===== config.mk =====
export PLATFORM = sky130hd
export DESIGN_NAME = entropy_seed_ctrl
export DESIGN_NICKNAME = d
export VERILOG_FILES = /design/src/rtl/entropy_seed_ctrl.sv
export SDC_FILE = /design/constraint.sdc
export NUM_CORES = 1
export LEC_CHECK = 0
export BUFFER_PORTS_ARGS = -buffer_cell sky130_fd_sc_hd__buf_2
export CELL_PAD_IN_SITES_DETAIL_PLACEMENT = 0
export CELL_PAD_IN_SITES_GLOBAL_PLACEMENT = 1
export CORE_MARGIN = 2
export CORE_UTILIZATION = 51
export DETAILED_ROUTE_END_ITERATION = 12
export HOLD_SLACK_MARGIN = 0.06
export PLACE_DENSITY_LB_ADDON = 0.2
export SLEW_MARGIN = 5
export SYNTH_ARGS = -nofsm -noshare
export SYNTH_HDL_FRONTEND = slang
export SYNTH_SLANG_ARGS = --single-unit

===== constraint.sdc =====
create_clock -name clk -period 3.8 [get_ports clk]
set_input_delay 0.19 -clock clk [delete_from_list [all_inputs] [get_ports clk]]
set_output_delay 0.19 -clock clk [all_outputs]
set_load 0.005 [all_outputs]

===== src/rtl/entropy_seed_ctrl.sv =====
// Entropy seed controller: startup self-test, continuous repetition-count
// health test, and a small sample FIFO feeding the seed CSR read value.
module entropy_seed_ctrl #(
   parameter int DEPTH        = 4,
   parameter int BIST_SAMPLES = 64,
   parameter int RCT_CUTOFF   = 8
) (
   input  logic        clk,
   input  logic        reset,
   input  logic        EntValid,
   input  logic [15:0] EntData,
   output logic        EntReady,
   input  logic        SeedReadM,
   output logic [31:0] SeedValM,
   output logic        HealthFail
);

   localparam int PW = $clog2(DEPTH);
   localparam int CW = PW + 1;
   localparam int BW = $clog2(BIST_SAMPLES + 1);
   localparam int RW = $clog2(RCT_CUTOFF + 1);

   typedef enum logic [1:0] {
      ST_BIST = 2'd0,
      ST_RUN  = 2'd1,
      ST_DEAD = 2'd2
   } state_t;

   state_t         state, state_nxt;
   logic [1:0]     opst;
   logic [15:0]    mem [DEPTH];
   logic [PW-1:0]  wr_ptr, rd_ptr;
   logic [CW-1:0]  count;
   logic [15:0]    prev_data;
   logic           have_prev;
   logic [RW-1:0]  rep_cnt, rep_nxt;
   logic [BW-1:0]  bist_cnt;
   logic           accept, fail, bist_done, push, pop;

   // Handshake and health-test decisions for the current cycle
   always_comb begin
      accept = EntValid & EntReady;
      if (!have_prev || (EntData != prev_data))
         rep_nxt = RW'(1);
      else if (rep_cnt == RW'(RCT_CUTOFF))
         rep_nxt = rep_cnt;
      else
         rep_nxt = rep_cnt + RW'(1);
      fail      = accept && (rep_nxt == RW'(RCT_CUTOFF));
      bist_done = accept && (state == ST_BIST) && !fail &&
                  (bist_cnt == BW'(BIST_SAMPLES - 1));
      // A failing sample is never stored, and a read racing a failure is moot
      push      = accept && (state == ST_RUN) && !fail;
      pop       = SeedReadM && (opst == 2'b10) && !fail;
   end

   // State register
   always_ff @(posedge clk or posedge reset) begin
      if (reset) state <= ST_BIST;
      else       state <= state_nxt;
   end

   // Next-state logic: failure outranks BIST completion; DEAD is left only by reset
   always_comb begin
      state_nxt = state;
      case (state)
         ST_BIST: if (fail) state_nxt = ST_DEAD;
                  else if (bist_done) state_nxt = ST_RUN;
         ST_RUN:  if (fail) state_nxt = ST_DEAD;
         default: state_nxt = ST_DEAD;
      endcase
   end

   // Outputs derived from registered state only
   always_comb begin
      opst       = 2'b00;
      EntReady   = 1'b0;
      HealthFail = 1'b0;
      case (state)
         ST_BIST: begin
            opst     = 2'b00;
            EntReady = 1'b1;
         end
         ST_RUN: begin
            opst     = (count == '0) ? 2'b01 : 2'b10;
            EntReady = (count != CW'(DEPTH));
         end
         default: begin
            opst       = 2'b11;
            HealthFail = 1'b1;
         end
      endcase
      SeedValM = {opst, 14'b0, (opst == 2'b10) ? mem[rd_ptr] : 16'h0};
   end

   // Repetition-count tracker, updated on every accepted sample
   always_ff @(posedge clk or posedge reset) begin
      if (reset) begin
         have_prev <= 1'b0;
         prev_data <= '0;
         rep_cnt   <= '0;
      end else if (accept) begin
         have_prev <= 1'b1;
         prev_data <= EntData;
         rep_cnt   <= rep_nxt;
      end
   end

   // Self-test sample counter, saturating at the required sample count
   always_ff @(posedge clk or posedge reset) begin
      if (reset)
         bist_cnt <= '0;
      else if (accept && (state == ST_BIST) && (bist_cnt != BW'(BIST_SAMPLES)))
         bist_cnt <= bist_cnt + BW'(1);
   end

   // FIFO pointers and occupancy; flushed on failure and held empty in DEAD
   always_ff @(posedge clk or posedge reset) begin
      if (reset) begin
         wr_ptr <= '0;
         rd_ptr <= '0;
         count  <= '0;
      end else if (fail || (state == ST_DEAD)) begin
         wr_ptr <= '0;
         rd_ptr <= '0;
         count  <= '0;
      end else begin
         if (push) wr_ptr <= wr_ptr + PW'(1);
         if (pop)  rd_ptr <= rd_ptr + PW'(1);
         case ({push, pop})
            2'b10:   count <= count + CW'(1);
            2'b01:   count <= count - CW'(1);
            default: count <= count;
         endcase
      end
   end

   // FIFO storage; stale contents are masked by OPST so no reset is needed
   always_ff @(posedge clk) begin
      if (push) mem[wr_ptr] <= EntData;
   end

endmodule

[Word-level counts from Yosys, hierarchy flattened]
Memories as Yosys holds them, arrays and structs flattened.
Cells that the tools add are included.
W data, S select, Z words.
Word-level totals
  register bits after elaboration: 37
  memory bits (writable): 64
  bits of input ports: 20
  output and inout bits: 34
  word-level logic and storage cells: 68
  memories kept: 1
Memories
  mem: words 4, width 16, rd ports 1, clocked after memory_dff 0, wr ports 1, RTL line 31  | logic [15:0] mem [DEPTH];
Operators by class
  $add $sub $neg: 6
  equality and inequality tests: 13
  multiplexer cells: 19
  bitwise operators: 1
  reduce and logical (&&, ||, !) cells: 20
Operators by type and width (number)
  $mux W16: 1
  $mux W2: 8
  $ne A16 B16 Y1: 1
  $logic_and A1 B1 Y1: 9
  $eq A4 B4 Y1 const B: 2
  $mux W4: 2
  $pmux W2 S2: 2
  $add A7 B1 Y7 const B: 1
  $eq A7 B6 Y1 const B: 1
  $ne A7 B7 Y1 const B: 1
  $eq A2 B2 Y1 const B: 3
  $ne A3 B3 Y1 const B: 2
  $pmux W3 S2: 1
  $add A2 B1 Y2 const B: 2
  $add A4 B1 Y4 const B: 1
  $eq A2 B1 Y1 const B: 2
  $reduce_bool A2 Y1: 2
  $add A3 B1 Y3 const B: 1
  $logic_not A3 Y1: 1
  $mux W1: 3
  $mux W3: 1
  $reduce_bool A3 Y1: 1
  $sub A3 B1 Y3 const B: 1
  $logic_not A1 Y1: 2
  other kinds (7): 8

[Longest topological paths before layout]
  depth in word-level cells: 11
  gate-level depth with buffers: 9
  gate-level depth less buffers: 7

[Least setup slack after synthesis]
Ideal clock, no wire load.
  kind: flip-flop to flip-flop
  start: register rep_cnt[0]
  end: memory mem[0][0] (enable)
  library setup time: 0.388 ns
  arrival: 2.098 ns
  data required time: 3.412 ns
  path slack: 1.313 ns
  stages on the path, launching flop included: 9
  buffers on the path: 1
  period minus slack after synthesis: 2.487 ns
  path through: dfrtp_1 > inv_1 > ha_1 > a21oi_1 > nor2b_1 > o22a_1 > and4_4 > buf_6 > nor2_1
Between the ends
  cells in the longest elaborated chain, start to end: 9
  elaborated cells between the ends (all ways): 10
  classes of those cells: add/sub: 1; eq/ne: 2; mux: 4; reduce/logical: 3
Ends and longest elaborated chain
  from (decl): RTL line 36  | logic [RW-1:0] rep_cnt, rep_nxt;
  from (signal assigned): RTL line 105  | rep_cnt <= rep_nxt;
  $add A4 B1 Y4 or $eq A4 B4 Y1 (tied branches): RTL line 48, 45
  $mux W4 *: RTL line 45  | else if (rep_cnt == RW'(RCT_CUTOFF))
  $mux W4 *: RTL line 43  | if (!have_prev || (EntData != prev_data))
  $eq A4 B4 Y1 *: RTL line 49  | fail = accept && (rep_nxt == RW'(RCT_CUTOFF));
  $logic_and A1 B1 Y1 *: RTL line 49
  $logic_not A1 Y1 *: RTL line 53  | push = accept && (state == ST_RUN) && !fail;
  $logic_and A1 B1 Y1 *: RTL line 53
  $mux W1 *: RTL line 140  | if (push) mem[wr_ptr] <= EntData;
  $mux W1 (not written as such) *: RTL line 140
  to (decl): RTL line 31
Mark *: on every way between the ends. The rest lies on a longest branch, timed or not.

[Worst setup path in the final report]
  start: register rd_ptr[0]
  end: output port SeedValM[15]
Between the ends
  cells in the longest elaborated chain, start to end: 2
Ends and longest elaborated chain
  from (decl): RTL line 32  | logic [PW-1:0] wr_ptr, rd_ptr;
  from (signal assigned): RTL line 129  | if (pop) rd_ptr <= rd_ptr + PW'(1);
  $mem_v2 Z4 W16
  $mux W16: RTL line 93  | SeedValM = {opst, 14'b0, (opst == 2'b10) ? mem[rd_ptr] : 16'h0};
  to (decl): RTL line 14  | output logic [31:0] SeedValM,
Every way passes these cells.

==> impl_metrics.json <==
{
  "cts-root-buf": "clkbuf_8",
  "finalHoldViolations": 0,
  "grt_max_degree": 24,
  "grt_pass1_vias": 2653,
  "syn_avg_cell_area_um2": 13.1,
  "drv_slew": 0,
  "dieArea_um2": 9880,
  "num_io_pins": 54,
  "numPortBuffers": 39,
  "cts_sinks": 101,
  "synth.distinct_cells": 47,
  "initial_core_util_pct": 53.0,
  "synth_edf_count": 64,
  "worstSetupPathType": "reg2out",
  "ys_async_sr_fraction_pct": 36.6,
  "finalNetCount": 426,
  "core_um2": 8760,
  "holdCritPathClass": "in2reg",
  "drt_iter0_markers": 138,
  "synth_warnings": 0,
  "dpl.hpwl_um": 5850,
  "grt_first_pass_wirelength_um": 13900,
  "row_count": 34,
  "finalCritPeriodShare_pct": 66.7,
  "status": "completed",
  "holdBufCountCts": 1,
  "setup_viol": 0,
  "drive_above_1_share_pct": 22.4,
  "fin_crit_ns": 2.54,
  "crit_arrival_ns": 2.35,
  "setup_tns_ns": 0,
  "power_density_nw_per_um2": 639,
  "htreeDepth": 3,
  "drc_errors": 0,
  "path_clk_slew_ns": 0.10,
  "insertion_delay_ns": 0.37,
  "cts_buffers": 9,
  "ant_nets": 0,
  "hold_ws_ns": 0.0835,
  "final_common_cell": "nand2_1",
  "clock_path_buffers": 2,
  "synth_seq_cells": 101,
  "wl_per_cell_um": 16.9,
  "p_leak_nw": 2.17,
  "max_slew_margin_pct": 32.0,
  "gr-total-overflow": 0,
  "max_cap_viol_count": 0,
  "syn_area_um2": 4640,
  "num_antenna_cells": 0,
  "antenna_found_initial": 0,
  "ys_seq_area_share_pct": 61.3,
  "die-width_um": 99.4,
  "post-cts-setup-buffer-count": 0,
  "first_pass_iters": 4,
  "worstPathRequired_ns": 3.61,
  "grt_usage_pct": 18.9,
  "synthCells": 354,
  "cts-resized-gates": 0,
  "cts_tree": "done",
  "vias": 2747,
  "endpoint_kind": "primary output",
  "rsz0062_at_grt": "false",
  "syn_to_final_growth_pct": 10.1,
  "fin_total_pwr_mw": 3.26,
  "start_kind": "flip-flop",
  "ir_drop_mv": 0.232,
  "routed_via_density": 5.39,
  "gp_congestion": 0.786,
  "final_cell_mix": "nand2_1 (67), edfxtp_1 (64), buf_2 (39), dfrtp_1 (37), xor2_1 (19)",
  "synth_top_flop_cell": "edfxtp_1",
  "totalWireLength_um": 8640,
  "fin_skew_ns": 0.0114,
  "tightest_slew_ns": 1.02,
  "ff2ff_setup_slack_ns": 1.37,
  "fmaxAchievable_ghz": 0.394,
  "crit_fanout": 17,
  "die_y_um": 99.4
}
## final timing paths
path	from	cells after the start	to
setup / recovery	rd_ptr[0]	3	SeedValM[15]
max in group asynchronous	reset	4	prev_data[9]
hold / removal	EntData[1]	1	mem[2][1]
setup reg to reg	state[0]	6	mem[2][12]
min in group asynchronous	reset	3	prev_data[13]
hold reg to reg	have_prev	1	have_prev
## layer usage
| metal | global-route usage (%) | vias up | share of wire, % |
|---|---|---|---|
| li1 | - | 1315 | - |
| met1 | 27.6 | 1348 | 46 |
| met2 | 28.8 | 73 | 46 |
| met3 | 2.95 | 11 | 6.1 |
| met4 | 7.27 | 0 | 1.6 |
| met5 | 0 | - | 0 |
## registers in the layout, summed over array words and instances, names as in the netlist
name / count
have_prev: 1
mem: 64
wr_ptr: 2
bist_cnt: 7
rd_ptr: 2
state: 2
count: 3
prev_data: 16
rep_cnt: 4
## cell type report
class / instances / area [um^2]
timing repair buffer: 48 / 265
tap: 108 / 135
clock buffer: 9 / 124
sequential: 101 / 2850
multi-input combinational: 225 / 1630
fill: 745 / 3650
inverter: 12 / 45.0
clock inverter: 7 / 68.8
## kinds of logic after synthesis
kind of cell / after synthesis / share of synthesized area (%)
AOI/OAI and AO/OA: 20 / 3.58
xor gates and xnor gates: 26 / 4.90
adders and majority gates: 9 / 2.59
buffers and inverters: 41 / 4.72
DFF: 101 / 61.3
muxes: 19 / 8.54
other: 1 / 0.0808
and+or+nand+nor: 137 / 14.3
## worst max-delay path, cell delays in order, from the launching register on
cell     delay [ns]
dfrtp_1        1.03
mux4_2         0.61
and3_1         0.21
buf_2          0.13
## cell usage after synthesis (3+ instances only)
cell / n / area (um^2)
ha_1: 8 / 100
mux4_2: 16 / 360
inv_1: 12 / 45.0
xor2_1: 19 / 166
nor3_1: 8 / 40.0
nor4_1: 4 / 25.0
buf_4: 14 / 105
edfxtp_1: 64 / 1920
clkbuf_1: 10 / 37.5
nand2_1: 67 / 251
nor2_1: 16 / 60.1
o21ai_0: 5 / 25.0
xnor2_1: 7 / 61.3
dfrtp_1: 37 / 926
buf_2: 4 / 20.0
nand3_1: 5 / 25.0
nor2b_1: 4 / 25.0
a21oi_1: 3 / 15.0
and3_1: 17 / 106
## stage by stage
| step | setup slack (ns) | utilization (%) | instance area [um^2] | std cells |
|---|---|---|---|---|
| detailed placement | 1.41 | 56.0 | 4910 | 493 |
| global placement | 1.44 | 56.0 | 4910 | 493 |
| CTS | 1.16 | 58.3 | 5110 | 510 |
| global route | 1.04 | 58.3 | 5110 | 510 |
| floorplan | 1.31 | - | 4690 | 367 |
| finish | 1.26 | 58.3 | 5110 | 510 |
## where the power goes
group	switching, mW	internal, mW	total, mW
Combinational	0.468	0.548	1.02
Clock	0.397	0.256	0.654
Sequential	0.184	1.41	1.59
Total	1.05	2.21	3.26
(Power assumes the default switching activity.)
